<file path="config.mk">
export PLATFORM = sky130hd
export DESIGN_NAME = saturation_adj
export DESIGN_NICKNAME = d
export VERILOG_FILES = /design/src/rtl/saturation_adj.sv
export SDC_FILE = /design/constraint.sdc
export NUM_CORES = 2
export LEC_CHECK = 0
export CAP_MARGIN = 20
export CORE_AREA = 3 3 275 277
export CTS_CLUSTER_SIZE = 10
export DETAILED_ROUTE_END_ITERATION = 8
export DIE_AREA = 0 0 278 280
export PLACE_DENSITY = 0.76
export SYNTH_ARGS = -nofsm -noshare
export SYNTH_HDL_FRONTEND = slang
export SYNTH_SLANG_ARGS = --single-unit
</file>
<file path="constraint.sdc">
create_clock -name clk -period 14.4 [get_ports clk]
set_clock_uncertainty 0.15 [all_clocks]
set_input_delay 1.44 -clock clk [delete_from_list [all_inputs] [get_ports clk]]
set_output_delay 1.44 -clock clk [all_outputs]
set_load 0.05 [all_outputs]
</file>
<file path="src/rtl/saturation_adj.sv">
// saturation_adj: RGB saturation stage. Computes luma from programmable
// coefficients and scales each channel's distance from luma by S, with the
// result clamped to the pixel range. The coefficient/saturation/bypass set
// is double-buffered and only reloads on a rising edge of vs_i. Every pixel
// carries its own S and bypass down the 5-stage pipeline, so a reload never
// disturbs pixels already in flight.
module saturation_adj #(
  parameter int PIXEL_WIDTH = 8,
  parameter int COE_WIDTH   = 16,
  parameter int COE_FRAC    = 6
) (
  input  logic                     clk,
  input  logic                     rst,
  input  logic [COE_WIDTH-1:0]     saturation_i,
  input  logic [COE_WIDTH-1:0]     ycoe0_i,
  input  logic [COE_WIDTH-1:0]     ycoe1_i,
  input  logic [COE_WIDTH-1:0]     ycoe2_i,
  input  logic                     bypass_i,
  input  logic [3*PIXEL_WIDTH-1:0] di_i,
  input  logic                     de_i,
  input  logic                     hs_i,
  input  logic                     vs_i,
  output logic [3*PIXEL_WIDTH-1:0] do_o,
  output logic                     de_o,
  output logic                     hs_o,
  output logic                     vs_o
);

  localparam int PW   = PIXEL_WIDTH;
  localparam int CW   = COE_WIDTH;
  localparam int CF   = COE_FRAC;
  localparam int PRW  = PW + CW;       // one coefficient product
  localparam int SUMW = PW + CW + 2;   // sum of three products
  localparam int DW   = PW + 1;        // signed channel minus luma
  localparam int MW   = DW + CW + 1;   // signed difference times zero-extended S
  localparam int OW   = MW + 1;        // luma plus scaled difference

  // Active (shadow) parameter set
  logic          vs_q;
  logic [CW-1:0] sat_act;
  logic [CW-1:0] coe_act [3];
  logic          byp_act;

  // Pipeline registers
  logic [PRW-1:0]       s1_prod [3];
  logic [3*PW-1:0]      s1_x;
  logic [CW-1:0]        s1_s;
  logic                 s1_b;
  logic [PW-1:0]        s2_y;
  logic [3*PW-1:0]      s2_x;
  logic [CW-1:0]        s2_s;
  logic                 s2_b;
  logic signed [DW-1:0] s3_d [3];
  logic [PW-1:0]        s3_y;
  logic [3*PW-1:0]      s3_x;
  logic [CW-1:0]        s3_s;
  logic                 s3_b;
  logic signed [MW-1:0] s4_p [3];
  logic [PW-1:0]        s4_y;
  logic [3*PW-1:0]      s4_x;
  logic                 s4_b;
  logic [2:0]           sync_sr [5];

  // Combinational intermediates
  logic [SUMW-1:0] y_sum;
  logic [SUMW-1:0] y_full;
  logic [PW-1:0]   y_sat;
  logic [3*PW-1:0] s5_res;

  // Reload the active set on the first cycle vs_i is seen high after being low
  always_ff @(posedge clk or posedge rst) begin
    if (rst) begin
      vs_q    <= 1'b0;
      sat_act <= CW'(1 << CF);
      for (int k = 0; k < 3; k++) coe_act[k] <= '0;
      byp_act <= 1'b1;
    end else begin
      vs_q <= vs_i;
      if (vs_i && !vs_q) begin
        sat_act    <= saturation_i;
        coe_act[0] <= ycoe0_i;
        coe_act[1] <= ycoe1_i;
        coe_act[2] <= ycoe2_i;
        byp_act    <= bypass_i;
      end
    end
  end

  // Stage 1: per-channel luma products, tagging the pixel with the current set
  always_ff @(posedge clk or posedge rst) begin
    if (rst) begin
      for (int k = 0; k < 3; k++) s1_prod[k] <= '0;
      s1_x <= '0;
      s1_s <= '0;
      s1_b <= 1'b0;
    end else begin
      for (int k = 0; k < 3; k++)
        s1_prod[k] <= PRW'(coe_act[k]) * PRW'(di_i[k*PW +: PW]);
      s1_x <= di_i;
      s1_s <= sat_act;
      s1_b <= byp_act;
    end
  end

  // Luma sum, truncating fixed-point shift and saturation to the pixel range
  always_comb begin
    y_sum  = SUMW'(s1_prod[0]) + SUMW'(s1_prod[1]) + SUMW'(s1_prod[2]);
    y_full = y_sum >> CF;
    y_sat  = y_full[PW-1:0];
    if (|y_full[SUMW-1:PW]) y_sat = '1;
  end

  // Stages 2 and 3: register luma, then the signed per-channel difference
  always_ff @(posedge clk or posedge rst) begin
    if (rst) begin
      s2_y <= '0;
      s2_x <= '0;
      s2_s <= '0;
      s2_b <= 1'b0;
      for (int k = 0; k < 3; k++) s3_d[k] <= '0;
      s3_y <= '0;
      s3_x <= '0;
      s3_s <= '0;
      s3_b <= 1'b0;
    end else begin
      s2_y <= y_sat;
      s2_x <= s1_x;
      s2_s <= s1_s;
      s2_b <= s1_b;
      for (int k = 0; k < 3; k++)
        s3_d[k] <= $signed({1'b0, s2_x[k*PW +: PW]}) - $signed({1'b0, s2_y});
      s3_y <= s2_y;
      s3_x <= s2_x;
      s3_s <= s2_s;
      s3_b <= s2_b;
    end
  end

  // Stage 4: scale each difference by the pixel's own saturation gain
  always_ff @(posedge clk or posedge rst) begin
    if (rst) begin
      for (int k = 0; k < 3; k++) s4_p[k] <= '0;
      s4_y <= '0;
      s4_x <= '0;
      s4_b <= 1'b0;
    end else begin
      for (int k = 0; k < 3; k++)
        s4_p[k] <= MW'(s3_d[k]) * MW'($signed({1'b0, s3_s}));
      s4_y <= s3_y;
      s4_x <= s3_x;
      s4_b <= s3_b;
    end
  end

  // Floor-shift the scaled difference, add luma back and clamp each channel
  always_comb begin : s5_calc
    logic signed [MW-1:0] sh;
    logic signed [OW-1:0] t;
    s5_res = '0;
    for (int k = 0; k < 3; k++) begin
      sh = s4_p[k] >>> CF;
      t  = $signed({{(OW-PW){1'b0}}, s4_y}) + $signed({sh[MW-1], sh});
      if (t[OW-1])
        s5_res[k*PW +: PW] = '0;
      else if (|t[OW-2:PW])
        s5_res[k*PW +: PW] = '1;
      else
        s5_res[k*PW +: PW] = t[PW-1:0];
    end
  end

  // Stage 5: output register, selecting the untouched pixel when bypassed
  always_ff @(posedge clk or posedge rst) begin
    if (rst) do_o <= '0;
    else     do_o <= s4_b ? s4_x : s5_res;
  end

  // Delay de/hs/vs by the same five stages as the pixel data
  always_ff @(posedge clk or posedge rst) begin
    if (rst) begin
      for (int k = 0; k < 5; k++) sync_sr[k] <= '0;
    end else begin
      sync_sr[0] <= {de_i, hs_i, vs_i};
      for (int k = 1; k < 5; k++) sync_sr[k] <= sync_sr[k-1];
    end
  end

  assign {de_o, hs_o, vs_o} = sync_sr[4];

endmodule

</file>
==> metrics <==
weighted congestion reported at the end of routability-driven placement 0.859; ranking of synthesized cells by area fa_1 28%, dfrtp_1 26%, ha_1 12%, and2_1 7.0%, inv_1 5.1%; number of remaining DRC errors 0; shortest period the worst path allows 6.83 ns; FF/Latch Area 10900 um2; Fin. Hold Viols 0; top_reg_cell synth dfrtp_1; vias in the first global route 29.2k; count of cell types in the netlist 73; largest net degree at the start of global routing 98; fillers 5892; vias after detailed routing 26.9k; most used standard cell by instance count after synthesis fa_1; category of the most critical setup path input port to flop; arrival time reported for the critical path endpoint between 7 and 8 ns; unrepaired setup endpoints after global routing false; clock-pin slew on the worst setup and hold paths 0.05 ns; critical path endpoint category flop; net count after synthesis 4963; Detail Route Antenna Nets 0; area enclosed by the die boundary 77800 um2; Die Width 278 um; clock sinks 435; EDFF count, synth 0; # rows between 90 and 100; # IOs 121; effective utilization at floorplan 56.1%; top cell type by total area after synthesis fa_1; detailed-route wire length 87.1 mm; amount of wire on met2 after detailed routing 44.0 mm; Layout Cells excl Fill between 4k and 5k; layout cells sized above 1 ~4.8%; f_max 0.146 GHz; insertion delay to the later sink of the worst-skew pair 0.60 ns; area of the core ~73000 um2; Via-to-Cell Ratio 5.40; detailed-route wire length on metal 1 35.9 mm; number of hold-repair buffers added at the cts stage 0; die height between 200 and 300 um; Diodes inserted 0; post-layout net count 5052; share of the yosys chip area belonging to registers 26.6%; count of buffers from port buffering 120; Critical Path RT roughly 15 ns; first-pass GRT wire length 148 mm; average size of a mapped cell ~11 um2; Tightest Pin Transition 0.940 ns; Hold/Removal Path Class flop to flop; aggregate global-route resource usage a little under a quarter; H-tree depth 2; total of warnings raised by yosys 0; post-route clock period utilization 47.4%; fraction of registers with async set or reset after synthesis 100%; Setup TNS Final 0 ns; commonest cells in the netlist 578 x fa_1, 555 x inv_1, 462 x and2_1; Setup Fix Bufs, Post-CTS 0; run status finished, final reports clean; Remaining Overflow, GRT 0; placed cell count 4888; summed instance area of the synthesized netlist about 41000 um2; number of buffers added by the clock tree synthesis step 53; highest signal layer in the routed design met4; number of maximum-capacitance violations 0; detailed-placement wirelength estimate 67.0 mm; number of antenna violations at the first check in global routing 1; peak fanout along the critical path 17; kind of launch point of the worst setup path input port; synthesized instance count 3896; maximum count of clock buffers along a single path 3; post-cts sizing count 0; post-synthesis register bit count 435; area added between synthesis and finish 9.31%; number of max-slew violations in the final report 0; CTS Root Cell clkbuf_16; initial DRC count 1296; area of combinational cells with multiple inputs between 20000 and 30000 um2; final setup fails 0; CTS tree done; area share of the leading cell type in the synthesized netlist 28.2%; WL per Instance roughly 18 um; routed wl met3 approximately 3.2 mm; headroom to the max-slew limit a little under two fifths; drt pass-1 iters 5
## layer usage
metal,GRT usage (%),vias up
met3,2.61,167
met2,41.2,496
met1,30.1,13700
li1,-,12500
met5,0,-
met4,9.80,0
## flip-flops by register name (all words and copies together) (netlist names), 12 cells and up
name,cells
s1_s,16
s4_p,60
s2_x,24
sync_sr,12
s1_prod,72
do_o,24
s2_s,16
s3_d,27
coe_act,48
s4_x,24
s3_x,24
s3_s,16
s1_x,24
sat_act,16
## worst max-delay path: stages
cell             delay (ns)
clkdlybuf4s50_1        0.73
and2_1                 0.34
fa_1                   0.50
inv_1                  0.05
fa_1                   0.53
inv_1                  0.06
fa_1                   0.47
inv_1                  0.05
fa_1                   0.47
inv_1                  0.04
ha_1                   0.32
nand2_1                0.09
a21oi_1                0.05
a2111oi_0              0.59
o31ai_1                0.25
o41a_1                 0.40
a211o_1                0.30
a31o_2                 0.23
a21oi_1                0.16
xnor2_1                0.13
## worst paths after layout
path | end | slack [ns] | from | cells past startpoint
setup / recovery | s1_prod[47] | 7.57 | di_i[11] | 20
hold / removal | s2_x[18] | 0.19 | s1_x[18] | 0
setup reg to reg | s4_p[25] | 7.80 | s3_s[0] | 18
hold reg to reg | s2_x[18] | 0.19 | s1_x[18] | 0
max in group asynchronous | s2_s[8] | 9.91 | rst | 5
min in group asynchronous | s1_x[21] | 1.23 | rst | 2
## cell families after synthesis
kind of cell,after synthesis,share of synthesized area [%]
buf+inv,668,6.12
fa+ha+maj,973,40.3
compound gates,418,6.89
mux,70,1.91
simple gates,1175,14.9
flops,435,26.6
xor+xnor,157,3.35
## cell type report
cell class                      count  area share [%]
Clock inverter                      8           0.274
Multi-Input combinational cell   2793            61.6
Sequential cell                   435            24.3
Clock buffer                       74            3.31
Timing Repair Buffer              147            3.17
Tap cell                          959            2.68
Inverter                          555            4.67
## metrics by stage
step | utilization, % | cell area (um2) | hold slack, ns | worst slack [ns]
2_1_floorplan | - | 41000 | 0.181 | 0.697
3_3_place_gp | 59.1 | 43200 | 0.181 | 7.06
3_5_place_dp | 59.1 | 43200 | 0.185 | 7.01
4_1_cts | 61.3 | 44800 | 0.193 | 7.60
5_1_grt | 61.3 | 44800 | 0.194 | 7.36
6_report | 61.3 | 44800 | 0.193 | 7.57
## placed cells by master, fill, tap and decap left out, types with 6 or more instances in the layout
cell type | netlist | final
a211oi_1 | 12 | 12
a21boi_0 | 8 | 8
a21o_1 | 48 | 48
a21oi_1 | 113 | 113
a221o_1 | 9 | 9
a221oi_1 | 8 | 8
a31oi_1 | 22 | 22
and2_1 | 462 | 462
and3_1 | 20 | 20
buf_4 | 0 | 25
clkbuf_1 | 109 | 13
clkbuf_16 | 0 | 53
clkbuf_8 | 0 | 8
clkdlybuf4s50_1 | 0 | 120
dfrtp_1 | 433 | 433
fa_1 | 578 | 578
ha_1 | 395 | 395
inv_1 | 555 | 554
mux2_2 | 66 | 66
nand2_1 | 379 | 379
nand2b_1 | 28 | 28
nand3_1 | 29 | 29
nand4_1 | 8 | 8
nor2_1 | 95 | 95
nor2b_1 | 64 | 63
nor3_1 | 47 | 47
nor4_1 | 8 | 8
o211ai_1 | 7 | 7
o21a_1 | 27 | 27
o21ai_0 | 73 | 73
o21bai_1 | 13 | 13
o31ai_1 | 11 | 11
o41ai_1 | 6 | 6
or2_2 | 10 | 10
or3_1 | 10 | 10
xnor2_1 | 114 | 114
xor2_1 | 43 | 43
Power is not shown: default switching activity piles up to over one toggle a cycle in this logic, so the estimate is an artifact.
